### config.mk
export PLATFORM = sky130hd
export DESIGN_NAME = conv_window_gen
export DESIGN_NICKNAME = d
export VERILOG_FILES = /design/src/rtl/conv_window_gen.sv
export SDC_FILE = /design/constraint.sdc
export NUM_CORES = 2
export LEC_CHECK = 0
export BUFFER_PORTS_ARGS = -buffer_cell sky130_fd_sc_hd__buf_2
export CAP_MARGIN = 10
export CORE_MARGIN = 1.5
export CORE_UTILIZATION = 27
export CTS_BUF_LIST = sky130_fd_sc_hd__clkbuf_16
export DETAILED_ROUTE_END_ITERATION = 10
export MAX_ROUTING_LAYER = met4
export PLACE_DENSITY = 0.44
export SYNTH_ARGS = -nofsm -noshare
export SYNTH_HDL_FRONTEND = slang
export SYNTH_SLANG_ARGS = --single-unit
### constraint.sdc
create_clock -name clk -period 6.8 [get_ports clk]
set_clock_uncertainty 0.05 [all_clocks]
set_input_delay 1.02 -clock clk [delete_from_list [all_inputs] [get_ports clk]]
set_output_delay 1.02 -clock clk [all_outputs]
set_load 0.05 [all_outputs]
### src/rtl/conv_window_gen.sv
// Sliding KxK window generator over a raster pixel stream using K-1 circular line buffers.
// Define CONV_WINDOW_COORD_EN to add the win_x/win_y top-left coordinate outputs.
module conv_window_gen #(
  parameter int DW    = 8,
  parameter int IMG_W = 64,
  parameter int IMG_H = 64,
  parameter int K     = 3
) (
  input  logic                     clk,
  input  logic                     rst_n,
  input  logic                     in_valid,
  output logic                     in_ready,
  input  logic [DW-1:0]            in_data,
  input  logic                     in_sof,
  output logic                     win_valid,
  input  logic                     win_ready,
  output logic [K*K*DW-1:0]        win_data,
  output logic                     frame_done,
`ifdef CONV_WINDOW_COORD_EN
  output logic [$clog2(IMG_W)-1:0] win_x,
  output logic [$clog2(IMG_H)-1:0] win_y,
`endif
  output logic                     sof_err
);

  localparam int XW  = (IMG_W > 1) ? $clog2(IMG_W) : 1;
  localparam int YW  = (IMG_H > 1) ? $clog2(IMG_H) : 1;
  localparam int LBW = (K > 2) ? $clog2(K - 1) : 1;
  localparam logic [XW-1:0] X_LAST = XW'(IMG_W - 1);
  localparam logic [YW-1:0] Y_LAST = YW'(IMG_H - 1);

  if (K != 3 && K != 5) begin : g_bad_k
    $error("conv_window_gen: K must be 3 or 5, got %0d", K);
  end
  if (IMG_W < 4 || IMG_W > 1024 || IMG_H < 4 || IMG_H > 1024) begin : g_bad_size
    $error("conv_window_gen: IMG_W/IMG_H must be within 4..1024");
  end

  typedef enum logic {IDLE, ACTIVE} state_t;
  state_t state, state_nxt;

  logic [XW-1:0]     x, px;
  logic [YW-1:0]     y, py;
  logic [LBW-1:0]    wsel, wsel_cur;
  logic              in_acc, restart, process, line_end, frame_end;
  logic              produce, sof_err_set, win_last;
  logic [K*K*DW-1:0] win_nxt;

  logic [DW-1:0] line_buf [K-1][IMG_W];
  logic [DW-1:0] taps     [K][K];
  logic [DW-1:0] taps_nxt [K][K];

  // A start-of-frame pixel is always treated as position (0,0), whether it opens or restarts a frame.
  always_comb begin
    in_ready    = (state == IDLE) || win_ready || !win_valid;
    in_acc      = in_valid && in_ready;
    restart     = in_acc && in_sof;
    process     = restart || (in_acc && (state == ACTIVE));
    px          = restart ? '0 : x;
    py          = restart ? '0 : y;
    wsel_cur    = restart ? '0 : wsel;
    line_end    = (px == X_LAST);
    frame_end   = line_end && (py == Y_LAST);
    produce     = process && (32'(px) >= 32'(K - 1)) && (32'(py) >= 32'(K - 1));
    sof_err_set = restart && (state == ACTIVE) && ((x != '0) || (y != '0));
    state_nxt   = state;
    if (process) begin
      state_nxt = frame_end ? IDLE : ACTIVE;
    end
  end

  always_ff @(posedge clk) begin
    if (!rst_n) begin
      state <= IDLE;
      x     <= '0;
      y     <= '0;
      wsel  <= '0;
    end else begin
      state <= state_nxt;
      if (process) begin
        if (line_end) begin
          x    <= '0;
          y    <= frame_end ? '0 : py + 1'b1;
          wsel <= frame_end ? '0 : wsel_cur + 1'b1;
        end else begin
          x    <= px + 1'b1;
          y    <= py;
          wsel <= wsel_cur;
        end
      end
    end
  end

  // K-1 is a power of two, so buffer rotation is plain LBW-bit wraparound.
  // Buffer wsel_cur holds the oldest line; row r lives in buffer wsel_cur + r.
  always_comb begin
    taps_nxt = taps;
    win_nxt  = '0;
    for (int r = 0; r < K; r++) begin
      for (int c = 0; c < K - 1; c++) begin
        taps_nxt[r][c] = taps[r][c+1];
      end
      if (r == K - 1) begin
        taps_nxt[r][K-1] = in_data;
      end else begin
        taps_nxt[r][K-1] = line_buf[wsel_cur + LBW'(r)][px];
      end
      for (int c = 0; c < K; c++) begin
        win_nxt[(r*K+c)*DW +: DW] = taps_nxt[r][c];
      end
    end
  end

  always_ff @(posedge clk) begin
    if (process) begin
      line_buf[wsel_cur][px] <= in_data;
      taps                   <= taps_nxt;
    end
  end

  // The window register is separate from the taps so an IDLE-state sof pixel cannot disturb a pending window.
  always_ff @(posedge clk) begin
    if (!rst_n) begin
      win_valid <= 1'b0;
      win_data  <= '0;
      win_last  <= 1'b0;
      sof_err   <= 1'b0;
    end else begin
      if (produce) begin
        win_valid <= 1'b1;
        win_data  <= win_nxt;
        win_last  <= frame_end;
      end else if (win_ready) begin
        win_valid <= 1'b0;
      end
      if (sof_err_set) begin
        sof_err <= 1'b1;
      end
    end
  end

  assign frame_done = win_valid && win_ready && win_last;

`ifdef CONV_WINDOW_COORD_EN
  always_ff @(posedge clk) begin
    if (!rst_n) begin
      win_x <= '0;
      win_y <= '0;
    end else if (produce) begin
      win_x <= px - XW'(K - 1);
      win_y <= py - YW'(K - 1);
    end
  end
`endif

endmodule

==> flow_results.xml <==
<?xml version="1.0" encoding="UTF-8"?>
<metrics>
  <group name="run_status">
    <metric name="status" unit="">finished clean</metric>
  </group>
  <group name="global_route">
    <metric name="grt.overflow.total" unit="">0</metric>
    <metric name="global_route_wire_length_before_repair" unit="um">315300</metric>
    <metric name="maximum_number_of_pins_on_one_net_before_global_route_repair" unit="">117</metric>
    <metric name="globalRouteTotalUtil" unit="%">22.67</metric>
    <metric name="number_of_antenna_violations_at_the_first_check_in_global_routing" unit="">12</metric>
    <metric name="vias_in_the_first_global_route" unit="">37260</metric>
    <metric name="grt.busiest_layer" unit="">met2</metric>
    <metric name="grtUsageMet1" unit="%">29.50</metric>
    <metric name="global_route.usage.met3" unit="%">4.631</metric>
    <metric name="use_met2" unit="%">34.22</metric>
  </group>
  <group name="sta">
    <metric name="worst_pin_slew" unit="ns">1.453</metric>
    <metric name="setup_ws" unit="ns">1.571</metric>
    <metric name="final.hold.worst_slack" unit="ns">0.3965</metric>
    <metric name="fin_tns_setup" unit="ns">0</metric>
    <metric name="final_max_slew_viol_count" unit="">0</metric>
    <metric name="rsz0062_at_grt" unit="">false</metric>
    <metric name="min_period" unit="ns">5.229</metric>
    <metric name="clock.fmax" unit="GHz">0.1912</metric>
    <metric name="layout_worst_path_cycle_share" unit="%">76.89</metric>
    <metric name="setup_violating_endpoint_count_in_the_final_report" unit="">0</metric>
    <metric name="slew-limit-headroom" unit="%">2.274</metric>
    <metric name="final-hold-violation-count" unit="">0</metric>
  </group>
  <group name="routing">
    <metric name="remaining_drc_errors" unit="">0</metric>
    <metric name="routedWlPerCell" unit="um">33.51</metric>
    <metric name="avg_vias_per_cell" unit="">5.628</metric>
    <metric name="vias" unit="">38870</metric>
    <metric name="detail-route-antenna-nets" unit="">0</metric>
    <metric name="routed_wire_length" unit="um">231400</metric>
    <metric name="detailedRoute.firstPassIterationCount" unit="">6</metric>
    <metric name="drt_iter0_drc" unit="">4503</metric>
  </group>
  <group name="pwr">
    <metric name="p_total" unit="mW">15.82</metric>
    <metric name="leakagePower" unit="nW">19.22</metric>
    <metric name="share_of_total_power_in_sequential_cells" unit="%">49.7</metric>
    <metric name="cellInternalPower" unit="mW">12.03</metric>
    <metric name="netSwitchingFraction" unit="%">23.97</metric>
    <metric name="combinationalPowerShare" unit="%">5.2</metric>
    <metric name="p_per_area" unit="nW/um^2">250.7</metric>
    <metric name="p_switching" unit="mW">3.792</metric>
    <metric name="vdd_drop_max" unit="V">0.0001953</metric>
    <metric name="clock_power_share" unit="%">45.1</metric>
  </group>
  <group name="cts">
    <metric name="worstSkewPairLatency" unit="ns">0.82</metric>
    <metric name="h_tree_level_count" unit="">4</metric>
    <metric name="clkTransAtPathRegs" unit="ns">0.06</metric>
    <metric name="clock_tree.root_cell" unit="">clkbuf_16</metric>
    <metric name="post-cts-setup-buffer-count" unit="">0</metric>
    <metric name="tritoncts_clock_tree" unit="">yes</metric>
    <metric name="holdBufCountCts" unit="">0</metric>
    <metric name="clock_tree.buffer_depth" unit="">3</metric>
    <metric name="cts_inserted_buffers" unit="">135</metric>
    <metric name="clock-sinks" unit="">1161</metric>
    <metric name="post_cts_resized" unit="">0</metric>
  </group>
  <group name="logic_synthesis">
    <metric name="synthesized_nets" unit="">4023</metric>
    <metric name="post_synth_num_cell_types" unit="">100</metric>
    <metric name="synth_largest_area_cell" unit="">edfxtp_1</metric>
    <metric name="synthesis.yosys.warnings" unit="">0</metric>
    <metric name="mapped_avg_cell_area" unit="um^2">13.63</metric>
    <metric name="synthFlopType" unit="">edfxtp_1</metric>
    <metric name="synth_cells" unit="">4006</metric>
    <metric name="synth_top_area_share" unit="%">58.94</metric>
    <metric name="synth_edf_count" unit="">1072</metric>
    <metric name="async_flop_share" unit="%">0</metric>
    <metric name="synth.area.top_cells" unit="">edfxtp_1 59%, mux2i_1 12%, dfxtp_1 3.3%</metric>
    <metric name="syn-cell-area" unit="um^2">54610</metric>
    <metric name="number_of_synthesized_register_bits" unit="">1161</metric>
    <metric name="synth-seq-area-share" unit="%">62.21</metric>
  </group>
  <group name="critical_path">
    <metric name="crit_path_cell_trace" unit="">nand4b_1 &gt; nand2_8 &gt; buf_4 &gt; mux2i_1 &gt; o221ai_1 &gt; a2111oi_0 &gt; nand4_1 &gt; o21ba_1</metric>
    <metric name="end_kind" unit="">flop</metric>
    <metric name="timing.reg2reg.setup_slack" unit="ns">1.57</metric>
    <metric name="worst-setup-path-type" unit="">flop to flop</metric>
    <metric name="timing.critical_path.required" unit="ns">7.43</metric>
    <metric name="cpPeakStageDelay" unit="ns">1.04</metric>
    <metric name="r2r_cells" unit="">8</metric>
    <metric name="critical_path_arrival" unit="ns">5.86</metric>
    <metric name="worstReg2RegStart" unit="">wsel$_SDFFE_PN0N_</metric>
    <metric name="cp_slowest_cell" unit="">dfxtp_4</metric>
    <metric name="maximum_fanout_along_the_worst_path" unit="">45</metric>
    <metric name="r2r-end" unit="">win_data[43]$_SDFFE_PN0P_</metric>
    <metric name="worstPathBufferInverterCount" unit="">1</metric>
    <metric name="critical_path_start_type" unit="">flop</metric>
    <metric name="crit_family" unit="">compound AO/OA/AOI/OAI gates</metric>
  </group>
  <group name="cells_and_area">
    <metric name="layout.cells.most_common_list" unit="">1072 x edfxtp_1, 635 x mux2i_1, 272 x nand2_1</metric>
    <metric name="final_area" unit="um^2">63120</metric>
    <metric name="flow.area_growth_from_synthesis" unit="%">15.57</metric>
    <metric name="most_common_cell_after_layout_fill_and_taps_aside" unit="">edfxtp_1</metric>
    <metric name="drive_above_1_share" unit="%">16.37</metric>
    <metric name="postLayoutCoreUtil" unit="%">31.52</metric>
    <metric name="finalNonFillerCells" unit="">6906</metric>
    <metric name="fin_nets" unit="">4146</metric>
  </group>
  <group name="floorplan">
    <metric name="dieWidth" unit="um">452.7</metric>
    <metric name="start_util" unit="%">27.27</metric>
    <metric name="io_pins" unit="">89</metric>
    <metric name="die_height" unit="um">452.7</metric>
    <metric name="placeableCoreArea" unit="um^2">200300</metric>
    <metric name="rows" unit="">164</metric>
    <metric name="dieArea" unit="um^2">205000</metric>
  </group>
  <group name="place">
    <metric name="port_buffers" unit="">88</metric>
    <metric name="placed_area" unit="um^2">58830</metric>
    <metric name="instance_count_after_placement_with_tap_cells_included" unit="">6648</metric>
    <metric name="gp_routability_congestion" unit="">0.9675</metric>
    <metric name="dp_hpwl" unit="um">153200</metric>
    <metric name="pre_cts_ws" unit="ns">1.358</metric>
  </group>
  <group name="worst_hold_path">
    <metric name="worst_hold_end" unit="">win_data[0]$_SDFFE_PN0P_</metric>
    <metric name="worstHoldPathCells" unit="">2</metric>
    <metric name="worst_hold_startpoint" unit="">win_data[0]$_SDFFE_PN0P_</metric>
    <metric name="path_category_of_the_worst_min_delay_check" unit="">flop to flop</metric>
  </group>
  <group name="run">
    <metric name="maxCapViolCount" unit="">0</metric>
  </group>
</metrics>
==> power groups by stage <==
stage / clock (mW) / combinational [mW] / sequential, mW
5_1_grt: 7.52 / 0.840 / 7.85
6_report: 7.14 / 0.830 / 7.86
3_5_place_dp: 0 / 0.810 / 8.01
4_1_cts: 7.24 / 0.811 / 7.85
3_3_place_gp: 0 / 0.809 / 8.01
2_1_floorplan: 0 / 0.317 / 7.99
==> Yosys cell counts, drive strengths merged, types with 57 or more instances <==
library cell,count
nand2,275
a21oi,158
o22ai,170
nor2,225
clkbuf,93
o221ai,106
a21boi,63
dfxtp,89
edfxtp,1072
mux2,72
mux4,58
o211ai,59
nand3,57
mux2i,635
o21ai,168
buf,234
==> per-layer routing <==
layer	part of all wire (%)	vias up
li1	-	16240
met1	42	20300
met2	45	1930
met3	8.3	399
met4	4.6	0
met5	0	-
==> cell type report <==
class / count / area [um^2]
flip-flops and latches: 1161 / 33980
repair buffers: 313 / 2350
fillers: 20030 / 137200
multi-input cells: 2505 / 19120
diodes: 10 / 25.02
inverters: 13 / 55.05
well taps: 2656 / 3323
clock inverters: 111 / 838.3
clock buffers: 137 / 3428
==> worst max path at each step <==
stage | start | end | cells past startpoint
2_1_floorplan | win_ready | line_buf[0][152]$_DFFE_PP_ | 8
3_3_place_gp | in_valid | taps[50]$_DFFE_PN_ | 7
3_5_place_dp | win_ready | taps[53]$_DFFE_PN_ | 11
4_1_cts | wsel$_SDFFE_PN0N_ | win_data[40]$_SDFFE_PN0P_ | 9
5_1_grt | wsel$_SDFFE_PN0N_ | taps[25]$_DFFE_PN_ | 9
6_report | wsel$_SDFFE_PN0N_ | win_data[43]$_SDFFE_PN0P_ | 8
==> sequential cells by signal, indices dropped and copies added (netlist names) <==
name,flops
win_valid,1
state,1
y,6
x,6
wsel,1
win_last,1
sof_err,1
line_buf,1024
win_data,72
taps,48
==> logic make-up after synthesis <==
family                   after synthesis  synth area share, %
XOR/XNOR                               2              0.03208
flip-flops                          1161                62.21
AND/OR/NAND/NOR                      706                5.670
adder cells (fa/ha/maj)                4              0.09164
multiplexers                         765                15.52
buffers and inverters                340                3.143
AO/OA/AOI/OAI                       1028                13.34
==> worst reg2reg max path, stage by stage, from the launching register on <==
cell	delay (ns)
dfxtp_4	1.04
nand4b_1	0.47
nand2_8	0.53
buf_4	0.72
mux2i_1	0.35
o221ai_1	0.28
a2111oi_0	0.90
nand4_1	0.47
o21ba_1	0.29
No activity file was read; power rests on OpenSTA's default activity.
